## src/rtl/branch_resolve_ctrl_if.sv

```systemverilog
// rtl/branch_resolve_ctrl_if.sv - branch request/resolution bundle between ID, hazard unit and PC logic
interface branch_resolve_ctrl_if #(
  parameter int CNT_W  = 32,
  parameter int WAIT_W = 4
);
  logic              br_valid;
  logic [2:0]        cmp_op;
  logic [31:0]       rs_val;
  logic [31:0]       rt_val;
  logic              rs_ready;
  logic              rt_ready;
  logic [31:0]       pc_id;
  logic [15:0]       imm16;
  logic              flush;
  logic              stall;
  logic              redirect;
  logic [31:0]       redirect_pc;
  logic [WAIT_W-1:0] wait_cnt;
  logic [CNT_W-1:0]  br_total;
  logic [CNT_W-1:0]  br_taken;
  logic              bad_op;

  modport master (
    output br_valid, cmp_op, rs_val, rt_val, rs_ready, rt_ready, pc_id, imm16, flush,
    input  stall, redirect, redirect_pc, wait_cnt, br_total, br_taken, bad_op
  );

  modport slave (
    input  br_valid, cmp_op, rs_val, rt_val, rs_ready, rt_ready, pc_id, imm16, flush,
    output stall, redirect, redirect_pc, wait_cnt, br_total, br_taken, bad_op
  );
endinterface

```

## src/rtl/branch_resolve_ctrl.sv

```systemverilog
// rtl/branch_resolve_ctrl.sv - ID-stage conditional branch sequencer with operand wait and statistics
module branch_resolve_ctrl #(
  parameter int CNT_W  = 32,
  parameter int WAIT_W = 4
) (
  input logic                  clk,
  input logic                  reset,
  branch_resolve_ctrl_if.slave bus
);

  typedef enum logic [1:0] {
    IDLE    = 2'd0,
    WAIT    = 2'd1,
    RESOLVE = 2'd2
  } state_t;

  state_t            state_q;
  state_t            state_d;

  logic              ready;
  logic              capture;
  logic              resolve_en;
  logic              wait_load;
  logic              wait_inc;
  logic              wait_clr;
  logic              stall;

  logic              rs_neg;
  logic              rs_zero;
  logic              taken_d;
  logic              bad_d;
  logic [31:0]       target_d;

  logic              taken_q;
  logic              bad_q;
  logic [31:0]       redirect_pc_q;
  logic [WAIT_W-1:0] wait_cnt_q;
  logic [CNT_W-1:0]  br_total_q;
  logic [CNT_W-1:0]  br_taken_q;
  logic              bad_op_q;

  // Only beq/bne compare against rt; the unary forms need rs alone.
  always_comb begin
    ready = bus.rs_ready & ((bus.cmp_op[2:1] != 2'b00) | bus.rt_ready);
  end

  always_comb begin
    rs_neg  = bus.rs_val[31];
    rs_zero = (bus.rs_val == 32'd0);
    taken_d = 1'b0;
    bad_d   = 1'b0;
    case (bus.cmp_op)
      3'b000:  taken_d = (bus.rs_val == bus.rt_val);
      3'b001:  taken_d = (bus.rs_val != bus.rt_val);
      3'b010:  taken_d = rs_neg;
      3'b011:  taken_d = rs_neg | rs_zero;
      3'b100:  taken_d = ~rs_neg & ~rs_zero;
      3'b101:  taken_d = ~rs_neg;
      default: bad_d   = 1'b1;
    endcase
    target_d = bus.pc_id + 32'd4 + {{14{bus.imm16[15]}}, bus.imm16, 2'b00};
  end

  always_comb begin
    state_d    = state_q;
    stall      = 1'b0;
    capture    = 1'b0;
    resolve_en = 1'b0;
    wait_load  = 1'b0;
    wait_inc   = 1'b0;
    wait_clr   = 1'b0;
    case (state_q)
      IDLE: begin
        stall = bus.br_valid;
        if (bus.br_valid) begin
          if (ready) begin
            capture  = 1'b1;
            wait_clr = 1'b1;
            state_d  = RESOLVE;
          end else begin
            wait_load = 1'b1;
            state_d   = WAIT;
          end
        end
      end
      WAIT: begin
        stall = 1'b1;
        if (ready) begin
          capture = 1'b1;
          state_d = RESOLVE;
        end else begin
          wait_inc = 1'b1;
        end
      end
      RESOLVE: begin
        // br_valid still names the branch just resolved, so it is not re-examined here
        resolve_en = 1'b1;
        state_d    = IDLE;
      end
      default: state_d = IDLE;
    endcase
    if (bus.flush) begin
      state_d    = IDLE;
      stall      = 1'b0;
      capture    = 1'b0;
      resolve_en = 1'b0;
      wait_load  = 1'b0;
      wait_inc   = 1'b0;
      wait_clr   = 1'b1;
    end
    if (reset) begin
      stall = 1'b0;
    end
  end

  always_ff @(posedge clk or posedge reset) begin
    if (reset) begin
      state_q       <= IDLE;
      taken_q       <= 1'b0;
      bad_q         <= 1'b0;
      redirect_pc_q <= 32'd0;
      wait_cnt_q    <= '0;
      br_total_q    <= '0;
      br_taken_q    <= '0;
      bad_op_q      <= 1'b0;
    end else begin
      state_q <= state_d;
      if (capture) begin
        taken_q       <= taken_d;
        bad_q         <= bad_d;
        redirect_pc_q <= target_d;
      end
      if (wait_clr) begin
        wait_cnt_q <= '0;
      end else if (wait_load) begin
        wait_cnt_q <= WAIT_W'(1);
      end else if (wait_inc && (wait_cnt_q != '1)) begin
        wait_cnt_q <= wait_cnt_q + WAIT_W'(1);
      end
      if (resolve_en) begin
        br_total_q <= br_total_q + CNT_W'(1);
        br_taken_q <= br_taken_q + CNT_W'(taken_q);
        if (bad_q) begin
          bad_op_q <= 1'b1;
        end
      end
    end
  end

  assign bus.stall       = stall;
  assign bus.redirect    = resolve_en & taken_q;
  assign bus.redirect_pc = redirect_pc_q;
  assign bus.wait_cnt    = wait_cnt_q;
  assign bus.br_total    = br_total_q;
  assign bus.br_taken    = br_taken_q;
  assign bus.bad_op      = bad_op_q;

endmodule

```

## src/flat_wrapper.sv

```systemverilog
// flat-port wrapper written by rule: the top's interface ports become plain ports
module branch_resolve_ctrl_flat 
#(
  parameter int CNT_W  = 32,
  parameter int WAIT_W = 4
)
  (clk, reset, bus_br_valid, bus_cmp_op, bus_rs_val, bus_rt_val, bus_rs_ready, bus_rt_ready, bus_pc_id, bus_imm16, bus_flush, bus_stall, bus_redirect, bus_redirect_pc, bus_wait_cnt, bus_br_total, bus_br_taken, bus_bad_op);
  branch_resolve_ctrl_if #(.CNT_W(CNT_W), .WAIT_W(WAIT_W)) bus_i ();
  input logic clk;
  input logic reset;
  input wire logic [$bits(bus_i.br_valid)-1:0] bus_br_valid;
  input wire logic [$bits(bus_i.cmp_op)-1:0] bus_cmp_op;
  input wire logic [$bits(bus_i.rs_val)-1:0] bus_rs_val;
  input wire logic [$bits(bus_i.rt_val)-1:0] bus_rt_val;
  input wire logic [$bits(bus_i.rs_ready)-1:0] bus_rs_ready;
  input wire logic [$bits(bus_i.rt_ready)-1:0] bus_rt_ready;
  input wire logic [$bits(bus_i.pc_id)-1:0] bus_pc_id;
  input wire logic [$bits(bus_i.imm16)-1:0] bus_imm16;
  input wire logic [$bits(bus_i.flush)-1:0] bus_flush;
  output wire logic [$bits(bus_i.stall)-1:0] bus_stall;
  output wire logic [$bits(bus_i.redirect)-1:0] bus_redirect;
  output wire logic [$bits(bus_i.redirect_pc)-1:0] bus_redirect_pc;
  output wire logic [$bits(bus_i.wait_cnt)-1:0] bus_wait_cnt;
  output wire logic [$bits(bus_i.br_total)-1:0] bus_br_total;
  output wire logic [$bits(bus_i.br_taken)-1:0] bus_br_taken;
  output wire logic [$bits(bus_i.bad_op)-1:0] bus_bad_op;
  assign bus_i.br_valid = bus_br_valid;
  assign bus_i.cmp_op = bus_cmp_op;
  assign bus_i.rs_val = bus_rs_val;
  assign bus_i.rt_val = bus_rt_val;
  assign bus_i.rs_ready = bus_rs_ready;
  assign bus_i.rt_ready = bus_rt_ready;
  assign bus_i.pc_id = bus_pc_id;
  assign bus_i.imm16 = bus_imm16;
  assign bus_i.flush = bus_flush;
  assign bus_stall = bus_i.stall;
  assign bus_redirect = bus_i.redirect;
  assign bus_redirect_pc = bus_i.redirect_pc;
  assign bus_wait_cnt = bus_i.wait_cnt;
  assign bus_br_total = bus_i.br_total;
  assign bus_br_taken = bus_i.br_taken;
  assign bus_bad_op = bus_i.bad_op;
  branch_resolve_ctrl #(.CNT_W(CNT_W), .WAIT_W(WAIT_W)) u_core (.clk(clk), .reset(reset), .bus(bus_i));
endmodule
```

## config.mk

```make
export PLATFORM = sky130hd
export DESIGN_NAME = branch_resolve_ctrl_flat
export DESIGN_NICKNAME = d
export VERILOG_FILES = /design/src/rtl/branch_resolve_ctrl_if.sv /design/src/rtl/branch_resolve_ctrl.sv /design/src/flat_wrapper.sv
export SDC_FILE = /design/constraint.sdc
export NUM_CORES = 1
export LEC_CHECK = 0
export BUFFER_PORTS_ARGS = -buffer_cell sky130_fd_sc_hd__buf_2
export CAP_MARGIN = 30
export CORE_AREA = 4 4 202 106
export DETAILED_ROUTE_END_ITERATION = 10
export DIE_AREA = 0 0 206 110
export GPL_TIMING_DRIVEN = 0
export PLACE_DENSITY_LB_ADDON = 0.3
export SLEW_MARGIN = 20
export SYNTH_ARGS = -nofsm -noshare
export SYNTH_HDL_FRONTEND = slang
export SYNTH_SLANG_ARGS = --single-unit
export TNS_END_PERCENT = 50
```

## constraint.sdc

```tcl
create_clock -name clk -period 3.2 [get_ports clk]
set_input_delay 0.32 -clock clk [delete_from_list [all_inputs] [get_ports clk]]
set_output_delay 0.32 -clock clk [all_outputs]
set_load 0.01 [all_outputs]
```

## Word level (Yosys, flattened, before mapping)

Cells that the tools add are included.

- Memory bits (read-only): 0
- Register bits after elaboration: 105
- Output and inout port bits: 103
- Logic and storage cells: 68
- Memories kept: 0
- RAM bits: 0
- Input bits: 121
- Bits in latches: 0

- $add $sub $neg: 5
- Equal/unequal tests: 12
- Multiply operators: 0
- Muxes and demuxes: 27
- Divide/modulo/power cells: 0
- Bitwise operators: 7
- $lt $le $gt $ge: 0
- Shift operators: 0
- Reductions and logical operators: 9

Operators by type and width:

| cell | number |
|---|---|
| adder 32 x 1 -> 32 bit | 1 |
| adder 32 x 1 -> 32 bit (second input constant) | 1 |
| adder 32 x 3 -> 32 bit (second input constant) | 1 |
| adder 32 bit | 1 |
| equality test 32 bit | 1 |
| zero test 32 bit | 1 |
| != test 32 bit | 1 |
| two-way mux 1 bit | 16 |
| two-way mux 4 bit | 3 |
| two-way mux 2 bit | 4 |
| equality test 3 x 2 -> 1 bit (second input constant) | 2 |
| equality test 3 bit (second input constant) | 2 |
| case mux 1 bit (6 select lines) | 1 |
| OR reduction 6 bit | 1 |
| adder 4 x 1 -> 4 bit (second input constant) | 1 |
| != test 4 bit (second input constant) | 1 |
| case mux 1 bit (2 select lines) | 2 |
| case mux 2 bit (2 select lines) | 1 |
| AND reduction 2 bit | 2 |
| AND 1 bit | 3 |
| equality test 3 x 1 -> 1 bit (second input constant) | 1 |
| zero test 3 bit | 1 |
| != test 3 x 2 -> 1 bit (second input constant) | 1 |
| != test 3 bit (second input constant) | 1 |
| other kinds (8) | 10 |

## Longest topological paths before layout

- Depth after elaboration: 10
- Depth in mapped cells: 13
- Gate-level depth less buffers: 13

## Worst setup path after synthesis

No wires, ideal clock.

- Kind: input to register
- Start: input bus_imm16[1]
- End: register u_core.redirect_pc_q[27] (netlist: u_core.bus.redirect_pc[27])
- Stages on the path: 11
- Path buffers: 0
- Arrival: 2.345 ns
- Setup slack: 0.786 ns
- Data required time: 3.131 ns
- Setup time: 0.069 ns
- Cells stage by stage: ha_1 ha_1 inv_1 fa_1 nand2b_1 a21oi_1 o21ai_1 nand2_1 a21oi_1 or4_1 nand3_1

- Cells in the longest elaborated chain, start to end: 1

Ends and longest elaborated chain:

| element | line | source |
|---|---|---|
| start: declaration | flat_wrapper.sv:18 | `input wire logic [$bits(bus_i.imm16)-1:0] bus_imm16;` |
| adder 32 bit | branch_resolve_ctrl.sv:61 | `target_d = bus.pc_id + 32'd4 + {{14{bus.imm16[15]}}, bus.imm16, 2'b00};` |
| end signal: assignment | branch_resolve_ctrl.sv:131 | `redirect_pc_q <= target_d;` |
| end: declaration | branch_resolve_ctrl.sv:36 | `logic [31:0] redirect_pc_q;` |

Every way passes these cells.
A chain may end at the register's enable or synchronous reset.

## Worst setup path in the final report

- Start: input bus_imm16[15]
- End: register u_core.redirect_pc_q[31] (netlist: u_core.bus.redirect_pc[31])

The elaborated chain is that of the path after synthesis.

==> run summary <==
Worst hold path class = in -> async
Remaining Overflow, GRT = 0
Reg2Reg Depth = 7
Clock Sinks = 105
Clock insertion delay at the later pin of the skew report = 0.34 ns
Die area = 22700 sq um
Commonest cells after routing, fill and taps aside = buf_2, dfrtp_1, nand2_1
DR WL/cell = 15.2 um
Row cnt = 36
CTS Root Cell = clkbuf_16
Worst Path Required = 3.43 ns
Synth cell types = 60
CORE AREA = 19400 sq um
Number of diodes = 0
Register bit count reported by yosys = 105
Synth Area in Adders = 11.6%
CTS tree = built
TNS Setup = 0 ns
Max-cap violation count = 0
Crit path cell chain = buf_2 -> ha_1 -> ha_1 -> a21oi_1 -> o21ai_0 -> a221o_1 -> and3_1 -> nor3_1 -> nor2b_1 -> o21ai_0
Syn_area_per_cell = 9.45 sq um
Highest Clock Rate = 374 MHz
Simple-gate area share of the yosys netlist = 19.6%
Num CTS Buffers = 9
Seq pwr share = 42.0%
TritonRoute pass-1 iters = 5
Crit end category = flop
Post-route ant nets = 0
Worst setup SP type = input port
Net Sw Power = 1320 uW
Syn Nets = 897
R2r startpoint = u_core.state_q[1]$_DFFE_PP0P_
Vias = 6029
FF/Latch Area = 2630 sq um
Vias per inst = 4.94
Final-report hold violation count = 0
Final HPWL DP = 15200 um
Slew Limit Fails = 0
GRT Total Usage = 15.8%
Power per cell area = 449 nW/um^2
Worst Setup EP = u_core.bus.redirect_pc[31]$_DFFE_PP0P_
Slowest-stage cell, CP = ha_1
RSZ-0062 raised after global routing = no
Main combinational cell family by area after synthesis = simple AND/OR/NAND/NOR gates
R2R setup slack = 0.99 ns
Largest net degree at the start of global routing = 62
IO buf count = 223
Post-CTS sizing = 0
XOR/XNOR share of the synthesized area = 14.9%
Fillcell total = 1917
Combinational Power Share = 28.5%
DRC = 0
Worst slew pin tran = 0.771 ns
Cells after synthesis = 714
Die height = 110 um
Die width = 206 um
Mux cell area share after synthesis = 0.964%
Fin nets = 1132
Vias in the first global route = 5839
Total chip power = 3830 uW
Area of the multi-input gates = 3980 sq um
H-tree levels = 3
CP arrival = 2.91 ns
Synth Area in Compound Gates = 11.8%
Delay of the slowest critical-path stage = 0.40 ns
Final wirelength = 18500 um
GPL Wtd Cong = 0.870
Clock Path Buffers = 2
Share of cells above drive strength 1 = 27.5%
Mapped Area = 6750 sq um
Syn. warnings = 0
Final critical-path share of the clock period = 83.7%
Clk slew on worst S/H paths = 0.08 ns
Pleak = 0.00437 uW
I/O pin count = 224
Commonest non-fill, non-tap cell in the layout = buf_2
Post-CTS setup buffer count = 0
Setup Viol. Count Final = 0
Sw Share = 34.5%
Area Growth Syn to Fin = 26.5%
FF-to-FF End = u_core.bus.br_total[31]$_DFFE_PP0P_
Post-synthesis async set-or-reset flop share = 100%
Tmin final = 2.68 ns
First-pass GRT wire length = 29300 um
Crit Path Max Fanout = 15
Clock share of power = 29.5%
# hold bufs at CTS = 0
Critical Path Start = bus_imm16[15]
Setup Crit Path Kind = in -> reg
Max transition margin = 48.1%
Initial Utilization = 34.8%
Post-synth EDFFs = 0
Initial antenna violation count = 0
Worst Skew = 0.00722 ns
Status = complete, no violations
Cell Int Power = 2510 uW
Max IR drop VDD = 0.245 mV
Prevailing post-synth register cell = dfrtp_1
Initial DRC Count = 316
Sequential fraction of the synthesis area = 38.9%
-- state kept, by name, summed over array words and instances (netlist names) --
| name | flops |
|---|---|
| u_core.bad_q | 1 |
| u_core.bus.bad_op | 1 |
| u_core.bus.br_taken | 32 |
| u_core.bus.br_total | 32 |
| u_core.bus.redirect_pc | 32 |
| u_core.bus.wait_cnt | 4 |
| u_core.state_q | 2 |
| u_core.taken_q | 1 |
-- synthesized netlist by cell type, types with 3 or more instances --
cell type  number  area share, %
and3_1         12            1.1
a211oi_1        6           0.67
xnor2_1        52            6.7
a21oi_1        31            2.3
nor3_1         10           0.74
nand3_1        34            2.5
and4_1          7           0.91
clkbuf_1        9           0.50
mux2_2          4           0.67
ha_1           61             11
a31oi_1         6           0.56
o21a_1          6           0.67
and2_1          5           0.46
o211ai_1        5           0.56
nand4_1        24            2.2
o31ai_1         6           0.67
nor2_1         40            2.2
a21o_1         10            1.1
o21ai_0        44            3.3
nor2b_1         3           0.28
o21ai_1         3           0.22
inv_1          20            1.1
nor4_1         20            1.9
dfrtp_1       105             39
nand2_1        84            4.7
nand2b_1        3           0.28
xor2_1         63            8.2
-- routing by layer --
metal,global-route usage (%),part of all wire (%)
met1,21.8,47
met2,26.9,49
met3,2.31,3.4
met4,2.89,0.78
met5,0,0
-- final cells by class --
type	instances	area share, %
Buffer	15	0.821
Clock buffer	9	2.64
Clock inverter	7	0.938
Inverter	20	0.938
Multi-Input combinational cell	574	46.6
Sequential cell	105	30.8
Tap cell	266	3.90
Timing Repair Buffer	224	13.4
-- power groups by stage --
stage / sequential [uW] / clock (uW) / combinational [uW]
global placement: 1640 / 0 / 1090
detailed placement: 1640 / 0 / 1110
finish: 1610 / 1130 / 1090
CTS: 1610 / 1170 / 1110
floorplan: 1700 / 0 / 560
global route: 1640 / 1230 / 1230
-- how the worst min path moves through the flow --
stage	startpoint	endpoint	slack, ns
final	reset	u_core.bus.wait_cnt[1]$_DFFE_PP0P_	0.06
after global routing	reset	u_core.bus.br_total[21]$_DFFE_PP0P_	0.10
after CTS	reset	u_core.bus.br_total[9]$_DFFE_PP0P_	0.08
after detailed placement	u_core.bus.bad_op$_DFFE_PP0P_	u_core.bus.bad_op$_DFFE_PP0P_	0.45
after global placement	u_core.bus.bad_op$_DFFE_PP0P_	u_core.bus.bad_op$_DFFE_PP0P_	0.45
after floorplan	bus_flush	u_core.bus.wait_cnt[0]$_DFFE_PP0P_	0.39
-- stage by stage --
step	hold WS, ns	area [sq um]	worst slack, ns	instances	utilization, %
final	0.0648	8540	0.523	1220	44.1
after global routing	0.102	8540	0.286	1220	44.1
after CTS	0.0819	8540	0.482	1220	44.1
after detailed placement	0.448	8230	0.112	1204	42.5
after global placement	0.454	8200	-1.35	1203	42.3
after floorplan	0.393	6750	0.119	714	-
-- logic make-up (layout without fill, tap and decap cells) --
logic type,Yosys count,after routing
simple gates,260,260
compound gates,131,131
xor+xnor,115,115
flops,105,105
fa+ha+maj,62,62
buf+inv,35,275
mux,6,6
-- worst max-delay path: cells and delay by family --
| kind | cells | cell delay [ns] |
|---|---|---|
| AO/OA/AOI/OAI | 4 | 0.85 |
| adder cells (fa/ha/maj) | 2 | 0.69 |
| buffers and inverters | 1 | 0.28 |
| AND/OR/NAND/NOR | 3 | 0.76 |
Note: power is estimated with default switching activity, not from simulation.
